<file path="config.mk">
export PLATFORM = sky130hd
export DESIGN_NAME = lcd_stream_timing_gen_flat
export DESIGN_NICKNAME = d
export VERILOG_FILES = /design/src/rtl/lcd_stream_timing_gen_if.sv /design/src/rtl/lcd_stream_timing_gen.sv /design/src/flat_wrapper.sv
export SDC_FILE = /design/constraint.sdc
export NUM_CORES = 1
export LEC_CHECK = 0
export ABC_AREA = 1
export BUFFER_PORTS_ARGS = -buffer_cell sky130_fd_sc_hd__buf_2
export CORE_MARGIN = 1.5
export CORE_UTILIZATION = 40
export DETAILED_ROUTE_END_ITERATION = 10
export GPL_ROUTABILITY_DRIVEN = 1
export PLACE_DENSITY_LB_ADDON = 0.2
export REMOVE_ABC_BUFFERS = 1
export SYNTH_ARGS = -nofsm -noshare
export SYNTH_HDL_FRONTEND = slang
export SYNTH_SLANG_ARGS = --single-unit
</file>
<file path="constraint.sdc">
create_clock -name clk -period 1.8 [get_ports clk]
set_input_delay 0.36 -clock clk [delete_from_list [all_inputs] [get_ports clk]]
set_output_delay 0.36 -clock clk [all_outputs]
set_load 0.01 [all_outputs]
</file>
<file path="src/rtl/lcd_stream_timing_gen_if.sv">
// Queue-side handshake between the camera frame queue (slave) and the LCD
// timing generator (master), which pops first-word-fall-through head words.
interface lcd_stream_timing_gen_if #(
  parameter int PIXEL_W = 16
);
  logic [PIXEL_W:0] queue_data_in;
  logic             queue_empty;
  logic             queue_rd_en;

  modport master (input queue_data_in, input queue_empty, output queue_rd_en);
  modport slave  (output queue_data_in, output queue_empty, input queue_rd_en);
endinterface

</file>
<file path="src/rtl/lcd_stream_timing_gen.sv">
// Free-running HSYNC/VSYNC/DE timing for an RGB LCD, fed from a marker-tagged
// pixel queue; underflow shows FILL_COLOR and FS markers re-align the stream.
module lcd_stream_timing_gen #(
  parameter int                H_ACTIVE   = 480,
  parameter int                H_SYNC     = 4,
  parameter int                H_BP       = 43,
  parameter int                H_FP       = 4,
  parameter int                V_ACTIVE   = 272,
  parameter int                V_SYNC     = 3,
  parameter int                V_BP       = 12,
  parameter int                V_FP       = 4,
  parameter bit                HS_POL     = 1'b1,
  parameter bit                VS_POL     = 1'b1,
  parameter int                PIXEL_W    = 16,
  parameter logic [PIXEL_W-1:0] FILL_COLOR = '0,
  localparam int               R_W        = (PIXEL_W == 24) ? 8 : 5,
  localparam int               G_W        = (PIXEL_W == 24) ? 8 : 6,
  localparam int               B_W        = (PIXEL_W == 24) ? 8 : 5
) (
  input  logic                    clk,
  input  logic                    reset,
  lcd_stream_timing_gen_if.master q,
  output logic                    queue_clk,
  output logic                    LCD_DE,
  output logic                    LCD_HSYNC,
  output logic                    LCD_VSYNC,
  output logic [R_W-1:0]          LCD_R,
  output logic [G_W-1:0]          LCD_G,
  output logic [B_W-1:0]          LCD_B,
  output logic [15:0]             underflow_count,
  output logic                    resync
);
  localparam int H_TOTAL = H_SYNC + H_BP + H_ACTIVE + H_FP;
  localparam int V_TOTAL = V_SYNC + V_BP + V_ACTIVE + V_FP;
  localparam int HW      = $clog2(H_TOTAL);
  localparam int VW      = $clog2(V_TOTAL);

  localparam logic [HW-1:0] H_LAST      = HW'(H_TOTAL - 1);
  localparam logic [HW-1:0] H_SYNC_END  = HW'(H_SYNC);
  localparam logic [HW-1:0] H_ACT_START = HW'(H_SYNC + H_BP);
  localparam logic [HW-1:0] H_ACT_END   = HW'(H_SYNC + H_BP + H_ACTIVE);
  localparam logic [HW-1:0] H_ACT_LAST  = HW'(H_SYNC + H_BP + H_ACTIVE - 1);
  localparam logic [VW-1:0] V_LAST      = VW'(V_TOTAL - 1);
  localparam logic [VW-1:0] V_SYNC_END  = VW'(V_SYNC);
  localparam logic [VW-1:0] V_ACT_START = VW'(V_SYNC + V_BP);
  localparam logic [VW-1:0] V_ACT_END   = VW'(V_SYNC + V_BP + V_ACTIVE);

  localparam logic [PIXEL_W-1:0] MARK_FS = '0;
  localparam logic [PIXEL_W-1:0] MARK_RS = PIXEL_W'(1);
  localparam logic [PIXEL_W-1:0] MARK_FE = '1;

  typedef enum logic [2:0] {SEEK_FRAME, ARMED, ROW_WAIT, LINE, DRAIN} state_t;

  state_t               state;
  logic [HW-1:0]        h;
  logic [VW-1:0]        v;
  logic                 hs, vs, act, last_act;
  logic                 is_marker, is_fs, is_rs, is_fe, have_pixel, pop;
  logic [PIXEL_W-1:0]   payload, pixel;

  assign queue_clk = clk;

  assign hs       = (h < H_SYNC_END);
  assign vs       = (v < V_SYNC_END);
  assign act      = (h >= H_ACT_START) && (h < H_ACT_END) &&
                    (v >= V_ACT_START) && (v < V_ACT_END);
  assign last_act = act && (h == H_ACT_LAST);

  assign payload    = q.queue_data_in[PIXEL_W-1:0];
  assign is_marker  = !q.queue_empty && q.queue_data_in[PIXEL_W];
  assign is_fs      = is_marker && (payload == MARK_FS);
  assign is_rs      = is_marker && (payload == MARK_RS);
  assign is_fe      = is_marker && (payload == MARK_FE);
  assign have_pixel = !q.queue_empty && !q.queue_data_in[PIXEL_W];

  // An FS met outside SEEK_FRAME is consumed on the resync so ARMED always
  // means "frame start taken, waiting for the raster origin".
  always_comb begin
    // NOTE: default first so every path assigns pop and no latch is inferred.
    pop = 1'b0;
    case (state)
      SEEK_FRAME: pop = !q.queue_empty;
      ROW_WAIT:   pop = !q.queue_empty;
      LINE:       pop = (act && have_pixel) || is_fs;
      DRAIN:      pop = have_pixel || is_fs;
      default:    pop = 1'b0;
    endcase
  end

  // Gating with reset keeps the queue intact on the edge that resets us.
  assign q.queue_rd_en = pop && !reset;

  assign pixel = (state == LINE && act && have_pixel) ? payload : FILL_COLOR;

  always_ff @(posedge clk) begin
    if (reset) begin
      h               <= '0;
      v               <= '0;
      state           <= SEEK_FRAME;
      LCD_DE          <= 1'b0;
      LCD_HSYNC       <= !HS_POL;
      LCD_VSYNC       <= !VS_POL;
      LCD_R           <= '0;
      LCD_G           <= '0;
      LCD_B           <= '0;
      underflow_count <= '0;
      resync          <= 1'b0;
    end else begin
      // NOTE: sequential state uses non-blocking assignments so every
      // right-hand side sees the pre-edge values.
      h <= (h == H_LAST) ? '0 : h + 1'b1;
      if (h == H_LAST) v <= (v == V_LAST) ? '0 : v + 1'b1;

      LCD_HSYNC <= hs ? HS_POL : !HS_POL;
      LCD_VSYNC <= vs ? VS_POL : !VS_POL;
      LCD_DE    <= act;
      LCD_R     <= act ? pixel[PIXEL_W-1 -: R_W] : '0;
      LCD_G     <= act ? pixel[B_W +: G_W]       : '0;
      LCD_B     <= act ? pixel[0 +: B_W]         : '0;

      if (state == LINE && act && !have_pixel && underflow_count != 16'hFFFF)
        underflow_count <= underflow_count + 16'd1;

      resync <= 1'b0;
      case (state)
        SEEK_FRAME: if (is_fs) state <= ARMED;
        ARMED:      if (h == '0 && v == '0) state <= ROW_WAIT;
        ROW_WAIT: begin
          if (is_fs) begin
            resync <= 1'b1;
            state  <= ARMED;
          end else if (is_rs) state <= LINE;
          else if (is_fe)     state <= SEEK_FRAME;
        end
        LINE: begin
          if (is_fs) begin
            resync <= 1'b1;
            state  <= ARMED;
          end else if (last_act) state <= DRAIN;
        end
        DRAIN: begin
          if (is_fs) begin
            resync <= 1'b1;
            state  <= ARMED;
          end else if (is_marker) state <= ROW_WAIT;
        end
        default: state <= SEEK_FRAME;
      endcase
    end
  end
endmodule

</file>
<file path="src/flat_wrapper.sv">
// flat-port wrapper written by rule: the top's interface ports become plain ports
module lcd_stream_timing_gen_flat 
#(
  parameter int                H_ACTIVE   = 480,
  parameter int                H_SYNC     = 4,
  parameter int                H_BP       = 43,
  parameter int                H_FP       = 4,
  parameter int                V_ACTIVE   = 272,
  parameter int                V_SYNC     = 3,
  parameter int                V_BP       = 12,
  parameter int                V_FP       = 4,
  parameter bit                HS_POL     = 1'b1,
  parameter bit                VS_POL     = 1'b1,
  parameter int                PIXEL_W    = 16,
  parameter logic [PIXEL_W-1:0] FILL_COLOR = '0,
  localparam int               R_W        = (PIXEL_W == 24) ? 8 : 5,
  localparam int               G_W        = (PIXEL_W == 24) ? 8 : 6,
  localparam int               B_W        = (PIXEL_W == 24) ? 8 : 5
)
  (clk, reset, queue_clk, LCD_DE, LCD_HSYNC, LCD_VSYNC, LCD_R, LCD_G, LCD_B, underflow_count, resync, q_queue_data_in, q_queue_empty, q_queue_rd_en);
  lcd_stream_timing_gen_if #(.PIXEL_W(PIXEL_W)) q_i ();
  input  logic clk;
  input  logic reset;
  output logic queue_clk;
  output logic LCD_DE;
  output logic LCD_HSYNC;
  output logic LCD_VSYNC;
  output logic [R_W-1:0] LCD_R;
  output logic [G_W-1:0] LCD_G;
  output logic [B_W-1:0] LCD_B;
  output logic [15:0] underflow_count;
  output logic resync;
  input wire logic [$bits(q_i.queue_data_in)-1:0] q_queue_data_in;
  input wire logic [$bits(q_i.queue_empty)-1:0] q_queue_empty;
  output wire logic [$bits(q_i.queue_rd_en)-1:0] q_queue_rd_en;
  assign q_i.queue_data_in = q_queue_data_in;
  assign q_i.queue_empty = q_queue_empty;
  assign q_queue_rd_en = q_i.queue_rd_en;
  lcd_stream_timing_gen #(.H_ACTIVE(H_ACTIVE), .H_SYNC(H_SYNC), .H_BP(H_BP), .H_FP(H_FP), .V_ACTIVE(V_ACTIVE), .V_SYNC(V_SYNC), .V_BP(V_BP), .V_FP(V_FP), .HS_POL(HS_POL), .VS_POL(VS_POL), .PIXEL_W(PIXEL_W), .FILL_COLOR(FILL_COLOR)) u_core (.clk(clk), .reset(reset), .q(q_i), .queue_clk(queue_clk), .LCD_DE(LCD_DE), .LCD_HSYNC(LCD_HSYNC), .LCD_VSYNC(LCD_VSYNC), .LCD_R(LCD_R), .LCD_G(LCD_G), .LCD_B(LCD_B), .underflow_count(underflow_count), .resync(resync));
endmodule
</file>
==> impl_metrics.env, run 1 <==
export IMPL_status="complete, but fails checks"
export IMPL_violations="setup timing"
export IMPL_yosysWarnings=0
export IMPL_whs_ps=206
export IMPL_postRouteAntennaNets=0
export IMPL_drt_pass1_iterations=4
export IMPL_grt_pass1_vias=3150
export IMPL_drive_above_1_share_pct=39.4
export IMPL_fin_crit_ps=2260
export IMPL_clk_latency_ps=450
export IMPL_pin_count=58
export IMPL_mappedNetlistArea_um2=3290
export IMPL_yosysUniqueCellTypes=36
export IMPL_rr_startpoint="u_core.h[0]$_SDFF_PP0_"
export IMPL_grt_ovfl_total=0
export IMPL_fmax_mhz=443
export IMPL_wl_um=8560
export IMPL_grt_antenna_before_repair=0
export IMPL_clk_pin_slew_ps=70
export IMPL_fp_coreArea_um2=7850
export IMPL_rrSetupSlack_ps=-370
export IMPL_synth_edf_count=0
export IMPL_track_usage_pct=19.4
export IMPL_powerDensity_nw_per_um2=706
export IMPL_vias=3457
export IMPL_hp_class="in2reg"
export IMPL_finalWorstSetupSlack_ps=-456
export IMPL_rr_endpoint="u_core.LCD_B[0]$_SDFF_PP0_"
export IMPL_crit_required_ps=1440
export IMPL_min_from="q_queue_data_in[14]"
export IMPL_crit_fanout=3
export IMPL_tightestPinTransition_ps=524
export IMPL_nNetsFinal=640
export IMPL_port_buffers=57
export IMPL_cp_start_kind="flop"
export IMPL_synth_top_cell_by_area="dfxtp_1"
export IMPL_finalCritPeriodShare_pct=125
export IMPL_ys_top_cells_by_count="nand2_1 (90), nor2_1 (72), inv_1 (65), dfxtp_1 (58), nand3_1 (32)"
export IMPL_ys_ff_latch=58
export IMPL_synth_most_common_cell="nand2_1"
export IMPL_die_area_um2=8770
export IMPL_maxCapViolations=0
export IMPL_viasPerCell=4.81
export IMPL_hold_depth=3
export IMPL_antenna_cells=0
export IMPL_ys_flop_type="dfxtp_1"
export IMPL_fp_dieH_um=93.6
export IMPL_synth_cells=469
export IMPL_drt_iter0_drc=152
export IMPL_dp_hpwl_um=5960
export IMPL_holdPathEnd="u_core.LCD_R[3]$_SDFF_PP0_"
export IMPL_grt_pass1_wl_um=13400
export IMPL_reg2reg_depth=17
export IMPL_hold_violations=0
export IMPL_die_width_um=93.6
export IMPL_synth_top_cell_area_share_pct=35.3
export IMPL_ir_drop_mv=0.494
export IMPL_area_growth_pct=45.9
export IMPL_grt_max_degree=18
export IMPL_critPathArrivalTime_ps=1900
export IMPL_synth_area_leaders="dfxtp_1 (35%), nand2_1 (10%), nor2_1 (8.2%)"
export IMPL_critPathKind="reg2out"
export IMPL_rows=32
export IMPL_rsz0062_at_grt="yes"
export IMPL_gp_congestion=0.958
export IMPL_slew_violations=0
export IMPL_hold_buffers=0
export IMPL_wl_per_cell_um=11.9
export IMPL_power_leakage_nw=2.14
export IMPL_avgSynthCellArea_um2=7.01
export IMPL_post_route_util_pct=61.1
export IMPL_initial_core_util_pct=41.9
export IMPL_cts_tree="done"
export IMPL_setup_violations_final=34
export IMPL_finClkSkew_ps=9.48
export IMPL_ys_seq_area_share_pct=35.3
export IMPL_slew_limit_headroom_pct=64.8
export IMPL_ys_async_sr_fraction_pct=0
export IMPL_drc=0
export IMPL_endpoint_kind="primary output"
critical path: stages, from the launching register on:
cell and delay, ps:
dfxtp_2 340, ha_4 170, nand3_4 90, nand2_2 50, o21ai_2 140, nand2_2 80
nor2_4 80, and2_4 160, o21ai_2 60, a21oi_2 130, buf_2 150
how the worst max path moves through the flow:
stage	to	slack [ps]	depth (start not counted)	from
2_1_floorplan	u_core.underflow_count[0]$_SDFFE_PP0P_	-70	9	u_core.underflow_count[1]$_SDFFE_PP0P_
3_3_place_gp	q_queue_rd_en	-80	9	q_queue_data_in[12]
3_5_place_dp	q_queue_rd_en	-110	9	q_queue_data_in[12]
4_1_cts	q_queue_rd_en	-480	11	u_core.h[1]$_SDFF_PP0_
5_1_grt	q_queue_rd_en	-580	10	u_core.h[1]$_SDFF_PP0_
6_report	q_queue_rd_en	-460	10	u_core.h[0]$_SDFF_PP0_
registers in the layout, summed over array words and instances (netlist names):
register                cells
u_core.underflow_count     16
u_core.LCD_HSYNC            1
u_core.resync               1
u_core.LCD_DE               1
u_core.h                   10
u_core.LCD_VSYNC            1
u_core.v                    9
u_core.LCD_G                6
u_core.LCD_R                5
u_core.LCD_B                5
u_core.state                3
layout make-up:
class,instances,area (um2)
Multi-Input combinational cell,335,2030
Sequential cell,58,1170
Clock inverter,2,10.0
Clock buffer,17,225
Timing Repair Buffer,138,973
Fill cell,746,3050
Tap cell,102,128
Inverter,67,262
power breakdown:
group	switching [mW]	internal, mW
Sequential	0.0408	1.32
Clock	0.559	0.794
Combinational	0.406	0.259
Total	1.01	2.38
layout by cell type, fill, tap and decap left out, types with 2 or more instances in the layout:
cell / count
a21oi_1: 23
a21oi_2: 4
buf_2: 57
buf_4: 69
buf_6: 10
clkbuf_8: 16
clkinv_2: 2
dfxtp_1: 52
dfxtp_2: 6
ha_1: 4
ha_4: 2
inv_1: 59
inv_2: 5
inv_4: 2
nand2_1: 75
nand2_2: 15
nand3_1: 32
nand3_4: 5
nand4_1: 26
nor2_1: 59
nor2_2: 8
nor2_4: 21
nor3_1: 14
nor3_2: 3
nor3_4: 2
nor3b_1: 2
nor4_1: 2
o21ai_0: 7
o21ai_2: 2
or2_2: 4
xnor2_1: 4
xor2_1: 11
repair_timing:
action / 4_1_cts / 5_1_grt
cloned: 1 / 3
setup endpoints to repair: 19 / 49
pin swaps: 4 / 34
gates resized for setup: 12 / 76
buffers inserted: 3 / 12
cells by family (layout without fill, tap and decap cells):
| group | after synthesis | count (layout) | synth area share (%) |
|---|---|---|---|
| XOR/XNOR | 15 | 15 | 4.00 |
| flip-flops | 58 | 58 | 35.3 |
| adder cells (fa/ha/maj) | 7 | 7 | 2.67 |
| buffers and inverters | 78 | 224 | 10.5 |
| AO/OA/AOI/OAI | 39 | 39 | 6.05 |
| AND/OR/NAND/NOR | 272 | 274 | 41.4 |
stage by stage:
step	instance area (um2)	total power [mW]	TNS, ps	setup slack [ps]	std cells
after global routing	4790	3.58	-14950	-579	719
after CTS	4440	3.36	-1500	-484	704
final	4790	3.38	-11050	-456	719
after floorplan	3200	1.78	-761	-69.5	458
after global placement	4120	1.99	-84.2	-84.2	683
after detailed placement	4120	2.00	-288	-113	683
routing by layer:
metal / GRT usage (%) / up-vias / wire length (um)
met4: 8.46 / 0 / 150
met2: 33.0 / 71 / 4290
met1: 23.2 / 1569 / 3810
met5: 0 / - / 0
li1: - / 1803 / -
met3: 4.47 / 14 / 303
Note: power is estimated with default switching activity, not from simulation.
==> run 2, diff against run 1 <==
--- a/config.mk
+++ b/config.mk
@@ -13,6 +13,7 @@
 export GPL_ROUTABILITY_DRIVEN = 1
 export PLACE_DENSITY_LB_ADDON = 0.2
 export REMOVE_ABC_BUFFERS = 1
+export SKIP_LAST_GASP = 1
 export SYNTH_ARGS = -nofsm -noshare
 export SYNTH_HDL_FRONTEND = slang
 export SYNTH_SLANG_ARGS = --single-unit
==> impl_metrics.env, run 2 (synthesized netlist as in run 1, its figures left out) <==
export IMPL_status="complete, but fails checks"
export IMPL_violations="setup timing"
export IMPL_setup_violations_final=34
export IMPL_post_route_util_pct=60.8
export IMPL_gp_congestion=0.958
export IMPL_regMostFlops="u_core.underflow_count"
export IMPL_hp_class="in2reg"
export IMPL_fmax_mhz=440
export IMPL_tns_ps=-11290
export IMPL_fp_coreArea_um2=7850
export IMPL_endpoint_kind="primary output"
export IMPL_slew_limit_headroom_pct=65.5
export IMPL_p_int_mw=2.38
export IMPL_initial_core_util_pct=41.9
export IMPL_p_seq_share_pct=40.4
export IMPL_drive_above_1_share_pct=39.4
export IMPL_powerDensity_nw_per_um2=708
export IMPL_hold_buffers=0
export IMPL_critPathKind="reg2out"
export IMPL_antenna_cells=0
export IMPL_grt_antenna_before_repair=0
export IMPL_drt_iter0_drc=163
export IMPL_clk_latency_ps=450
export IMPL_critPathArrivalTime_ps=1910
export IMPL_area_growth_pct=45.3
export IMPL_largest_reg_flops=16
export IMPL_pwr_share_clk_pct=40.0
export IMPL_fp_dieH_um=93.6
export IMPL_drc=0
export IMPL_die_width_um=93.6
export IMPL_vias=3481
export IMPL_viasPerCell=4.84
export IMPL_cp_start_kind="flop"
export IMPL_top_regs="u_core.underflow_count x16, u_core.h x10, u_core.v x9"
export IMPL_die_area_um2=8770
export IMPL_maxCapViolations=0
export IMPL_drt_pass1_iterations=4
export IMPL_power_leakage_nw=2.14
export IMPL_rsz0062_at_grt="yes"
export IMPL_p_sw_mw=1.00
export IMPL_track_usage_pct=19.4
export IMPL_ir_drop_mv=0.494
export IMPL_slew_violations=0
export IMPL_pin_count=58
export IMPL_rows=32
export IMPL_cts_tree="done"
export IMPL_grt_pass1_vias=3158
export IMPL_port_buffers=57
export IMPL_dp_hpwl_um=5960
export IMPL_postRouteAntennaNets=0
export IMPL_grt_pass1_wl_um=13400
export IMPL_hold_violations=0
export IMPL_wl_um=8640
export IMPL_nNetsFinal=640
export IMPL_crit_fanout=3
export IMPL_clk_pin_slew_ps=70
export IMPL_final_common_cell="nand2_1"
export IMPL_fin_crit_ps=2270
export IMPL_finalCritPeriodShare_pct=126
export IMPL_p_comb_share_pct=19.6
export IMPL_tightestPinTransition_ps=514
export IMPL_grt_ovfl_total=0
export IMPL_grt_max_degree=18
export IMPL_finalWorstSetupSlack_ps=-473
export IMPL_crit_required_ps=1440
export IMPL_p_sw_share_pct=29.7
export IMPL_finClkSkew_ps=9.40
export IMPL_wl_per_cell_um=12.0
export IMPL_final_cell_mix="nand2_1 (75), buf_4 (69), nor2_1 (59), inv_1 (59), buf_2 (57)"
run 2: area by class of cell:
| type | count | area [um2] |
|---|---|---|
| fillers | 753 | 3070 |
| multi-input cells | 335 | 2010 |
| flip-flops and latches | 58 | 1170 |
| repair buffers | 138 | 973 |
| inverters | 67 | 262 |
| clock buffers | 17 | 225 |
| well taps | 102 | 128 |
| clock inverters | 2 | 10.0 |
run 2: through the flow:
step / setup WS [ps] / total power, mW / instances / hold WS, ps / area, um2
6_report: -473 / 3.38 / 719 / 206 / 4770
5_1_grt: -595 / 3.57 / 719 / 207 / 4770
4_1_cts: -484 / 3.33 / 704 / 198 / 4430
3_3_place_gp: -84.2 / 1.99 / 683 / 461 / 4120
3_5_place_dp: -113 / 2.00 / 683 / 461 / 4120
2_1_floorplan: -69.5 / 1.78 / 458 / 360 / 3200
run 2: path summary, 6_finish.rpt:
check	cells past startpoint	slack, ps	endpoint	startpoint
worst min-delay path	3	210	u_core.LCD_R[3]$_SDFF_PP0_	q_queue_data_in[14]
worst min register to register	2	500	u_core.h[8]$_SDFF_PP0_	u_core.h[8]$_SDFF_PP0_
worst max-delay path	10	-470	q_queue_rd_en	u_core.h[0]$_SDFF_PP0_
worst max register to register	17	-390	u_core.LCD_B[0]$_SDFF_PP0_	u_core.h[0]$_SDFF_PP0_
run 2: what timing repair did:
item                                    in CTS  in global routing
pin swaps                                    4                 34
setup buffers                                3                 12
gates resized for setup                     11                 75
cloned                                       1                  3
endpoints found under the setup margin      19                 49
endpoints found under the hold margin        0                  0
run 2: critical path, cell delays in order (launching register included):
cell     delay [ps]
dfxtp_2         340
ha_4            170
nand3_4         100
nand2_2          60
o21ai_2         140
nand2_2          80
nor2_4           80
and2_4          160
o21ai_2          60
a21oi_2         130
buf_2           150
run 2: power groups by stage:
| stage | logic [mW] | registers, mW | clock network [mW] |
|---|---|---|---|
| 6_report | 0.662 | 1.36 | 1.35 |
| 5_1_grt | 0.754 | 1.37 | 1.45 |
| 4_1_cts | 0.587 | 1.36 | 1.38 |
| 3_5_place_dp | 0.575 | 1.39 | 0.0336 |
| 3_3_place_gp | 0.571 | 1.39 | 0.0336 |
| 2_1_floorplan | 0.393 | 1.38 | 0 |
run 2: metal layers:
layer / share of wire, % / up-vias / wire length [um] / global-route usage (%)
met1: 44 / 1589 / 3780 / 23.2
met3: 3.9 / 14 / 336 / 4.47
met5: 0 / - / 0 / 0
met2: 51 / 79 / 4380 / 33.1
li1: - / 1799 / - / -
met4: 1.7 / 0 / 146 / 8.46
==> run 3, diff against run 2 <==
--- a/config.mk
+++ b/config.mk
@@ -7,7 +7,7 @@
 export LEC_CHECK = 0
 export ABC_AREA = 1
 export BUFFER_PORTS_ARGS = -buffer_cell sky130_fd_sc_hd__buf_2
-export CORE_MARGIN = 1.5
+export CORE_MARGIN = 1
 export CORE_UTILIZATION = 40
 export DETAILED_ROUTE_END_ITERATION = 10
 export GPL_ROUTABILITY_DRIVEN = 1
==> impl_metrics.env, run 3 (synthesized netlist as in run 1, its figures left out) <==
export IMPL_drt_pass1_iterations=4
export IMPL_final_common_cell="nand2_1"
export IMPL_hold_violations=0
export IMPL_grt_pass1_wl_um=13400
export IMPL_power_mw=3.37
export IMPL_crit_required_ps=1440
export IMPL_post_place_ws_ps=-89.5
export IMPL_grt_ovfl_total=0
export IMPL_antenna_cells=0
export IMPL_cp_start_kind="flop"
export IMPL_fmax_mhz=450
export IMPL_post_route_util_pct=58.0
export IMPL_slew_limit_headroom_pct=68.9
export IMPL_cts_tree="done"
export IMPL_path_cells="ha_4 -> nand3_4 -> nand2_2 -> nand2_1 -> nand2_1 -> nand2_1 -> nor2_2 -> and2_4 -> o21ai_2 -> a21oi_2 -> buf_2"
export IMPL_power_leakage_nw=2.08
export IMPL_top_regs="u_core.underflow_count x16, u_core.h x10, u_core.v x9"
export IMPL_violations="setup timing"
export IMPL_die_area_um2=8580
export IMPL_grt_antenna_before_repair=0
export IMPL_nNetsFinal=628
export IMPL_setup_violations_final=15
export IMPL_grt_max_degree=18
export IMPL_gp_congestion=0.858
export IMPL_crit_fanout=3
export IMPL_hp_class="in2reg"
export IMPL_dp_cells=685
export IMPL_die_width_um=92.6
export IMPL_slew_violations=0
export IMPL_regMostFlops="u_core.underflow_count"
export IMPL_rsz0062_at_grt="yes"
export IMPL_fp_coreArea_um2=7850
export IMPL_fin_crit_ps=2220
export IMPL_pin_count=58
export IMPL_port_buffers=57
export IMPL_fillers=774
export IMPL_drt_iter0_drc=133
export IMPL_area_growth_pct=38.4
export IMPL_clk_pin_slew_ps=60
export IMPL_maxCapViolations=0
export IMPL_reg2reg_depth=14
export IMPL_whs_ps=214
export IMPL_status="complete, but fails checks"
export IMPL_critPathArrivalTime_ps=1860
export IMPL_cp_num_buf_inv=1
export IMPL_wl_per_cell_um=11.8
export IMPL_multi_input_area_um2=1920
export IMPL_hold_depth=3
export IMPL_cp_common_cell="nand2_1"
export IMPL_grt_pass1_vias=3176
export IMPL_rows=32
export IMPL_dp_hpwl_um=5960
export IMPL_instances_no_fill=707
export IMPL_powerDensity_nw_per_um2=740
export IMPL_drive_above_1_share_pct=34.0
export IMPL_seq_area_um2=1170
export IMPL_max_stage_delay_ps=350
export IMPL_fp_dieH_um=92.6
export IMPL_initial_core_util_pct=41.9
export IMPL_clk_latency_ps=450
export IMPL_final_cell_mix="nand2_1 (85), nor2_1 (67), buf_4 (67)"
export IMPL_finalWorstSetupSlack_ps=-424
export IMPL_postRouteAntennaNets=0
export IMPL_wl_um=8310
export IMPL_largest_reg_flops=16
export IMPL_ir_drop_mv=0.458
export IMPL_finClkSkew_ps=7.71
export IMPL_critPathSlowestCell="dfxtp_2"
export IMPL_endpoint_kind="primary output"
export IMPL_track_usage_pct=19.5
export IMPL_vias=3356
export IMPL_tightestPinTransition_ps=463
export IMPL_crit_family="simple AND/OR/NAND/NOR gates"
export IMPL_critPathKind="reg2out"
export IMPL_worst_path_stages=11
export IMPL_viasPerCell=4.75
export IMPL_drc=0
export IMPL_finalCritPeriodShare_pct=124
export IMPL_hold_buffers=0
## run 3: final cells by class
class	count	area share [%]
clock buffer	17	4.95
inverter	67	5.75
multi-input combinational	335	42.1
clock inverter	2	0.220
tap	102	2.81
timing repair buffer	126	18.5
sequential	58	25.7
## run 3: what timing repair did
item | CTS | global route
endpoints found under the setup margin | 22 | 51
cloned | 0 | 3
setup buffers | 1 | 1
pin swaps | 6 | 13
hold endpoints to repair | 0 | 0
gates resized for setup | 14 | 25
## run 3: layer usage
layer  part of all wire [%]  up-vias  track usage, %
met2                     49       60            34.0
met3                    3.3       13            3.53
li1                       -     1775               -
met1                     46     1508            23.1
met4                    1.8        0            8.97
met5                      0        -               0
## run 3: stage by stage
stage | instance area [um2] | TNS, ps
3_3_place_gp | 4130 | -91.2
2_1_floorplan | 3200 | -761
4_1_cts | 4420 | -482
6_report | 4550 | -896
5_1_grt | 4550 | -4090
3_5_place_dp | 4130 | -165
## run 3: path summary, 6_finish.rpt
check | end | start | slack, ps
worst min register to register | u_core.h[8]$_SDFF_PP0_ | u_core.h[8]$_SDFF_PP0_ | 490
worst max register to register | u_core.LCD_G[3]$_SDFF_PP0_ | u_core.h[0]$_SDFF_PP0_ | -60
worst min-delay path | u_core.LCD_R[3]$_SDFF_PP0_ | q_queue_data_in[14] | 210
worst max-delay path | q_queue_rd_en | u_core.h[0]$_SDFF_PP0_ | -420
## run 3: worst min-delay path: cells and delay by family
kind,cells,cell delay [ps]
buffers and inverters,2,170
and+or+nand+nor,1,90
## run 3: where the power goes
group	internal, mW	total, mW	switching [mW]
logic	0.260	0.648	0.388
registers	1.32	1.37	0.0422
clock network	0.794	1.35	0.559
